### config.mk
export PLATFORM = sky130hd
export DESIGN_NAME = register_map_mp
export DESIGN_NICKNAME = d
export VERILOG_FILES = /design/src/rtl/register_map_mp.sv
export SDC_FILE = /design/constraint.sdc
export NUM_CORES = 2
export LEC_CHECK = 0
export CAP_MARGIN = 20
export CORE_AREA = 2 2 584 586
export DETAILED_ROUTE_END_ITERATION = 6
export DIE_AREA = 0 0 586 588
export PLACE_DENSITY = 0.51
export SETUP_SLACK_MARGIN = 0.3
export SLEW_MARGIN = 20
export SYNTH_ARGS = -nofsm -noshare
export SYNTH_HDL_FRONTEND = slang
export SYNTH_SLANG_ARGS = --single-unit
### constraint.sdc
create_clock -name clk -period 10.5 [get_ports clk]
set_input_delay 1.05 -clock clk [delete_from_list [all_inputs] [get_ports clk]]
set_output_delay 1.05 -clock clk [all_outputs]
set_load 0.01 [all_outputs]
### src/rtl/register_map_mp.sv
// Multi-ported architectural register map: committed data, latest producer tag and ready bit per register.
// Optional macro REGMAP_SIM_TP_EN adds o_sim_tp, a live copy of register SIM_TP_REG's data.
module register_map_mp #(
    parameter int DATA_WIDTH   = 32,
    parameter int TAG_WIDTH    = 6,
    parameter int REG_DEPTH    = 32,
    parameter int RENAME_PORTS = 2,
    parameter int RETIRE_PORTS = 2,
    parameter int SIM_TP_REG   = 4
) (
    input  logic                                        clk,
    input  logic                                        n_rst,
    input  logic                                        i_flush,
    input  logic [RETIRE_PORTS-1:0]                     i_retire_en,
    input  logic [RETIRE_PORTS*$clog2(REG_DEPTH)-1:0]   i_retire_rdest,
    input  logic [RETIRE_PORTS*TAG_WIDTH-1:0]           i_retire_tag,
    input  logic [RETIRE_PORTS*DATA_WIDTH-1:0]          i_retire_data,
    input  logic [RENAME_PORTS-1:0]                     i_rename_en,
    input  logic [RENAME_PORTS*$clog2(REG_DEPTH)-1:0]   i_rename_rdest,
    input  logic [RENAME_PORTS*TAG_WIDTH-1:0]           i_rename_tag,
    input  logic                                        i_lookup_valid,
    input  logic [2*RENAME_PORTS*$clog2(REG_DEPTH)-1:0] i_lookup_rsrc,
    output logic                                        o_lookup_valid,
    output logic [2*RENAME_PORTS-1:0]                   o_lookup_rdy,
    output logic [2*RENAME_PORTS*TAG_WIDTH-1:0]         o_lookup_tag,
    output logic [2*RENAME_PORTS*DATA_WIDTH-1:0]        o_lookup_data
`ifdef REGMAP_SIM_TP_EN
    ,
    output logic [DATA_WIDTH-1:0]                       o_sim_tp
`endif
);

    localparam int IDX_W = $clog2(REG_DEPTH);
    localparam int SRC_N = 2 * RENAME_PORTS;

    logic [DATA_WIDTH-1:0] reg_data [REG_DEPTH];
    logic [TAG_WIDTH-1:0]  reg_tag  [REG_DEPTH];
    logic [REG_DEPTH-1:0]  reg_rdy;

    logic [SRC_N-1:0]            lk_rdy;
    logic [SRC_N*TAG_WIDTH-1:0]  lk_tag;
    logic [SRC_N*DATA_WIDTH-1:0] lk_data;

    // Entry 0 is never written, so it keeps its reset values (data 0, tag 0, ready).
    always_ff @(posedge clk) begin
        if (!n_rst) begin
            for (int i = 0; i < REG_DEPTH; i++) begin
                reg_data[i] <= '0;
                reg_tag[i]  <= '0;
            end
            reg_rdy <= '1;
        end else begin
            for (int p = 0; p < RETIRE_PORTS; p++) begin
                if (i_retire_en[p] && i_retire_rdest[p*IDX_W +: IDX_W] != '0)
                    reg_data[i_retire_rdest[p*IDX_W +: IDX_W]] <= i_retire_data[p*DATA_WIDTH +: DATA_WIDTH];
            end
            if (i_flush) begin
                reg_rdy <= '1;
            end else begin
                for (int p = 0; p < RETIRE_PORTS; p++) begin
                    if (i_retire_en[p] && i_retire_rdest[p*IDX_W +: IDX_W] != '0 &&
                        i_retire_tag[p*TAG_WIDTH +: TAG_WIDTH] == reg_tag[i_retire_rdest[p*IDX_W +: IDX_W]])
                        reg_rdy[i_retire_rdest[p*IDX_W +: IDX_W]] <= 1'b1;
                end
                // Renames come last so they beat retires, and younger ports beat older ones.
                for (int p = 0; p < RENAME_PORTS; p++) begin
                    if (i_rename_en[p] && i_rename_rdest[p*IDX_W +: IDX_W] != '0) begin
                        reg_tag[i_rename_rdest[p*IDX_W +: IDX_W]] <= i_rename_tag[p*TAG_WIDTH +: TAG_WIDTH];
                        reg_rdy[i_rename_rdest[p*IDX_W +: IDX_W]] <= 1'b0;
                    end
                end
            end
        end
    end

    always_comb begin
        logic [IDX_W-1:0]      src;
        logic                  rdy_v;
        logic [TAG_WIDTH-1:0]  tag_v;
        logic [DATA_WIDTH-1:0] data_v;
        lk_rdy  = '0;
        lk_tag  = '0;
        lk_data = '0;
        src     = '0;
        rdy_v   = 1'b0;
        tag_v   = '0;
        data_v  = '0;
        for (int s = 0; s < SRC_N; s++) begin
            src    = i_lookup_rsrc[s*IDX_W +: IDX_W];
            rdy_v  = reg_rdy[src];
            tag_v  = reg_tag[src];
            data_v = reg_data[src];
            if (!reg_rdy[src]) begin
                for (int p = 0; p < RETIRE_PORTS; p++) begin
                    if (i_retire_en[p] && i_retire_rdest[p*IDX_W +: IDX_W] == src &&
                        i_retire_tag[p*TAG_WIDTH +: TAG_WIDTH] == reg_tag[src]) begin
                        rdy_v  = 1'b1;
                        data_v = i_retire_data[p*DATA_WIDTH +: DATA_WIDTH];
                    end
                end
            end
            // Only renames from ports older than this slot's owner forward into it.
            for (int j = 0; j < RENAME_PORTS; j++) begin
                if (j < s / 2 && i_rename_en[j] && src != '0 &&
                    i_rename_rdest[j*IDX_W +: IDX_W] == src) begin
                    rdy_v = 1'b0;
                    tag_v = i_rename_tag[j*TAG_WIDTH +: TAG_WIDTH];
                end
            end
            lk_rdy[s]                          = rdy_v;
            lk_tag[s*TAG_WIDTH +: TAG_WIDTH]    = tag_v;
            lk_data[s*DATA_WIDTH +: DATA_WIDTH] = data_v;
        end
    end

    always_ff @(posedge clk) begin
        if (!n_rst) begin
            o_lookup_valid <= 1'b0;
            o_lookup_rdy   <= '0;
            o_lookup_tag   <= '0;
            o_lookup_data  <= '0;
        end else begin
            o_lookup_valid <= i_lookup_valid;
            if (i_lookup_valid) begin
                o_lookup_rdy  <= lk_rdy;
                o_lookup_tag  <= lk_tag;
                o_lookup_data <= lk_data;
            end
        end
    end

`ifdef REGMAP_SIM_TP_EN
    assign o_sim_tp = reg_data[SIM_TP_REG];
`endif

endmodule

# Word level (Yosys, flattened, before mapping)

Memory sizes are Yosys's and may differ from the RTL's.
Cells that the tools add are included.

Magnitude comparators: 12
Equal/unequal tests: 20
Multiplexer cells: 81
Bitwise logic cells: 7
Reduce and logical (&&, ||, !) cells: 41

Operators by type and width:

| operator                                                                             | count |
|---|---|
| 32-bit 2-to-1 mux                                                                    | 24 |
| 32-bit AND                                                                           | 2 |
| 32-bit inverter                                                                      | 2 |
| 32-bit bitwise OR                                                                    | 2 |
| 32-bit OR reduction                                                                  | 2 |
| 6-bit equality test                                                                  | 10 |
| 5-bit equality test                                                                  | 10 |
| 5-bit by 6-bit < comparator with 1-bit output (second input constant)                | 8 |
| 1-bit 2-to-1 mux                                                                     | 41 |
| 1-bit logical AND                                                                    | 30 |
| 5-bit nonzero test                                                                   | 6 |
| 6-bit 2-to-1 mux                                                                     | 4 |
| 1-bit binary-select mux with 5-bit select                                            | 4 |
| 1-bit demux with 5-bit select                                                        | 4 |
| 5-bit by 1-bit greater-or-equal comparator with 1-bit output (second input constant) | 4 |
| 5-bit 2-to-1 mux                                                                     | 4 |
| 6-bit OR reduction                                                                   | 2 |
| 2-bit OR reduction                                                                   | 1 |
| 1-bit inverter                                                                       | 1 |

Bits in registers: 189
RAM bits: 1216
Input bits: 136
Output and inout port bits: 157
Word-level logic and storage cells: 168
Memories: 2

Memory list:

| name     | depth | width | read ports | clocked after Yosys merged registers in | write ports | RTL line | RTL |
|---|---|---|---|---|---|---|---|
| reg_data | 32    | 32    | 4          | 0                                       | 32          | 36       | `logic [DATA_WIDTH-1:0] reg_data [REG_DEPTH];` |
| reg_tag  | 32    | 6     | 6          | 0                                       | 32          | 37       | `logic [TAG_WIDTH-1:0] reg_tag [REG_DEPTH];` |

# Longest topological paths before layout

Depth after elaboration: 18
Mapped depth: 16
Mapped depth without buffers: 9

# Worst setup path after synthesis

No wires, ideal clock.

Path type: input port to flip-flop
Start: input i_lookup_rsrc[1]
End: register o_lookup_data[31]
Library setup time: 0.146 ns
Arrival time: 4.238 ns
Data required time: 10.354 ns
Path slack: 6.116 ns
Stages: 14
Buffers on the path: 7
Path through: clkbuf_1 buf_4 buf_2 buf_4 buf_2 clkbuf_1 clkbuf_1 mux4_2 mux4_2 mux2_2 o21ai_0 nand2_1 o21ai_1 a41oi_1

Word-level cells in the longest chain between the ends: 6
Elaborated cells on any way between the ends: 15
Classes of those cells: eq/ne: 4; mux: 5; reduce/logical: 4; memory: 2

RTL lines:

| element                                                       | RTL line | RTL |
|---|---|---|
| start, declared                                               | 22       | `input logic [2*RENAME_PORTS*$clog2(REG_DEPTH)-1:0] i_lookup_rsrc,` |
| memory read 32 x 6 bit or 5-bit equality test (tied branches) | n/a      |  |
| 6-bit equality test or 1-bit logical AND (tied branches)      | 96, 95   |  |
| 1-bit logical AND                                             | 95       | `if (i_retire_en[p] && i_retire_rdest[p*IDX_W +: IDX_W] == src &&` |
| 32-bit 2-to-1 mux (2 in series)                               | 95       |  |
| 32-bit 2-to-1 mux (*)                                         | 93       | `if (!reg_rdy[src]) begin` |
| end signal, assigned                                          | 127      | `o_lookup_data <= lk_data;` |
| end, declared                                                 | 26       | `output logic [2*RENAME_PORTS*DATA_WIDTH-1:0] o_lookup_data` |

Every way passes the cells marked *; elsewhere a longest branch is shown, timed or not. The select of a mux whose other input is x is not followed.
A chain may end at the register's enable or synchronous reset.

# Worst setup path after layout

Start: input i_lookup_rsrc[18]
End: register o_lookup_data[107]

The elaborated chain is that of the path after synthesis.

==> run summary <==
Status -> finished with violations
Failing checks -> DRC
Cts hold-fix bufs -> 0
Final period util -> 0.567
Final Max Tran Viols -> 0
Slew HR -> 0.141
Crit Path Category -> in -> reg
P per Cell Area -> 143 nW/um^2
Internal power -> 11.6 mW
Fin nets -> 7,223
Hold WC Path Type -> reg -> reg
Primary FF master, synth -> edfxtp_1
Leakage -> 37.9 nW
Maxcap violations -> 0
Family with the most delay on the worst path -> buffers and inverters
H-tree depth -> 4
Hold Fails Final Rpt -> 0
Post-route cell area -> 118,000 um^2
Crit path top cell by count -> buf_4
# rows -> 214
Crit path max fanout -> 35
Overall Global Routing Usage -> 0.314
Post-Layout Cell Count -> 11,802
Maximum vdd drop -> 0.139 mV
PortBufs -> 292
Drt pass-1 iters -> 6
Core region area -> 338,000 um^2
Largest stage delay on the critical path -> 0.84 ns
RSZ-0062 raised after global routing -> no
CP Cell Sequence -> buf_6 -> buf_4 -> or3_1 -> o221ai_1 -> a221oi_1 -> a21oi_1 -> xor2_1 -> nor4_4 -> buf_4 -> nand4_1 -> a21oi_4 -> buf_4 -> o31ai_1
Worst setup margin -> 4.55 ns
I/O pin count -> 293
Clock skew -> 0.101 ns
Final TNS setup -> 0 ns
Number of fill cells -> 32,462
Multi-input logic area -> 60,400 um^2
Sequential-to-total area share from yosys stat -> 0.386
First-pass GRT wire length -> 741 mm
Worst skew pair latency -> 0.93 ns
Drt drc -> 4
Sequential share of power -> 0.412
Clock power share -> 0.375
CTS Root Cell -> clkbuf_16
Die area -> 345,000 um^2
Die H -> 588 um
Ys async rst share -> 0
Placed cell area -> 112,000 um^2
Buf/Inv on CP -> 4
Post-CTS Setup Bufs -> 0
Crit path DAT -> 6.67 ns
Hold slack -> 0.477 ns
Die Wd -> 586 um
Reg clk slew, reported paths -> 0.06 ns
Switching share of power -> 0.314
Initial Util -> 0.309
Crit Reg-Reg Startpoint -> reg_tag[29][2]
Syn avg cell area -> 14.2 um^2
Drt total wl -> 557 mm
Antenna-violating nets left -> 0
Data required time of the worst path -> 11.22 ns
Detailed placer's ending HPWL -> 333 mm
Number of CTS-inserted buffers -> 176
Vias in the first global route -> 83,118
DR vias -> 86,880
Number of synthesized flops with an enable pin -> 1,216
Crit. End Element -> register
Yosys warns -> 0
Fin crit period -> 5.95 ns
Net Sw Power -> 5.28 mW
Dpl ws -> 3.97 ns
Placed Cells incl. Taps -> 11,444
GP Congestion -> 0.968
Max Freq -> 0.168 GHz
Vias per Instance -> 7.36
Synth cell types -> 88
Clock sinks -> 1,405
Comb pwr share -> 0.213
Yosys reg bits -> 1,405
DR WL/cell -> 47.2 um
Storage cell area -> 40,300 um^2
Fraction of layout cells with a size suffix above 1 -> 0.329
Syn Std Cell Area -> 104,000 um^2
Remaining Overflow, GRT -> 0
Worst Max-Slew Pin Slew -> 1.29 ns
CTS tree -> yes
Overall Power -> 16.8 mW
Area Growth Syn to Fin -> 12.6%
Critical path's slowest cell -> buf_4
Cells after synthesis -> 7,357
Utilization after layout -> 0.348
Max Root-Sink Buffers -> 4
CP Launch Point -> i_lookup_rsrc[18]
Hold Crit Start -> o_lookup_data[79]
Resized cells post-CTS -> 0
Worst setup SP type -> primary input
Initial antenna violation count -> 40
Final setup viols -> 0
1st-iter DRT viols -> 15,500
Largest net degree at the start of global routing -> 131
==> state kept, by name (all words and copies together), names as in the netlist <==
name            flops
reg_tag           192
o_lookup_rdy        4
reg_rdy            32
o_lookup_data     128
reg_data         1024
o_lookup_valid      1
o_lookup_tag       24
==> placed cells by master (no fill, tap or decap), types with 32 or more instances in the layout <==
master,Yosys,final
a22o_1,1187,1187
a41oi_1,33,33
clkbuf_1,797,35
a22oi_1,106,106
nor3_1,55,51
or3_1,41,40
a21oi_1,77,76
nand4_1,33,33
nand3b_1,76,76
o21ai_0,136,136
xnor2_1,44,42
nor2_4,0,63
conb_1,1,38
nand2b_1,42,42
nand2_1,219,217
o32a_1,32,32
clkdlybuf4s50_1,0,264
mux2_2,101,100
dfxtp_1,189,189
or2_2,42,42
diode_2,0,37
buf_4,14,301
o31ai_1,35,35
edfxtp_1,1216,1216
clkinv_2,0,36
nand3_1,40,40
nor2b_1,32,32
clkbuf_16,0,178
a32o_1,46,46
nor2_1,233,170
xor2_1,53,53
a31oi_1,50,50
mux2i_1,270,268
inv_1,48,43
mux4_2,1528,1528
==> path summary, 6_finish.rpt <==
check,cells after the start,end,slack [ns]
hold reg to reg,1,o_lookup_data[79],0.48
hold / removal,1,o_lookup_data[79],0.48
setup / recovery,13,o_lookup_data[107],4.55
setup reg to reg,11,o_lookup_data[107],5.29
==> synthesized netlist by cell type (all sizes together), types with 24 or more instances <==
master	instances	area (um^2)
mux4	1532	34500
edfxtp	1216	36500
a22o	1187	10400
clkbuf	799	3000
buf	281	1380
mux2i	270	2700
nor2	233	875
nand2	219	822
dfxtp	189	3780
o21ai	167	836
mux2	132	1490
a22oi	106	796
a21oi	78	394
nand3b	76	571
nor3	56	285
xor2	53	464
a31oi	51	334
inv	48	180
a32o	46	460
xnor2	44	385
or2	43	269
nand2b	42	263
or3	41	257
nand3	40	200
o31ai	35	263
nor4	34	262
a41oi	33	289
nand4	33	206
a211oi	32	245
nor2b	32	200
o32a	32	320
a221oi	24	246
==> cell families after synthesis <==
kind of cell,synth area share
DFF,0.386
muxes,0.370
and+or+nand+nor,0.0455
AOI/OAI and AO/OA,0.146
xor gates and xnor gates,0.00813
buffers and inverters,0.0437
other,0.0000359
==> power by group through the flow <==
stage | Clock [mW] | Sequential, mW | Combinational (mW)
2_1_floorplan | 0 | 6.78 | 2.19
3_3_place_gp | 0 | 6.97 | 3.47
3_5_place_dp | 0 | 7.00 | 3.49
4_1_cts | 6.30 | 6.89 | 3.50
5_1_grt | 6.51 | 6.95 | 3.65
6_report | 6.32 | 6.93 | 3.59
==> layout make-up <==
type                            instances  area share
Multi-Input combinational cell       4860       0.513
Sequential cell                      1405       0.343
Tap cell                             4536      0.0483
Timing Repair Buffer                  595      0.0450
Clock buffer                          224      0.0403
Clock inverter                         96     0.00823
Inverter                               49     0.00170
Antenna cell                           37    0.000787
==> metal layers <==
metal  wire length [um]  global-route usage
met4              44400               0.216
met3              83100               0.125
met1             191000               0.384
met2             238000               0.452
met5                276             0.00111
Power figures use the tool's default switching activity.
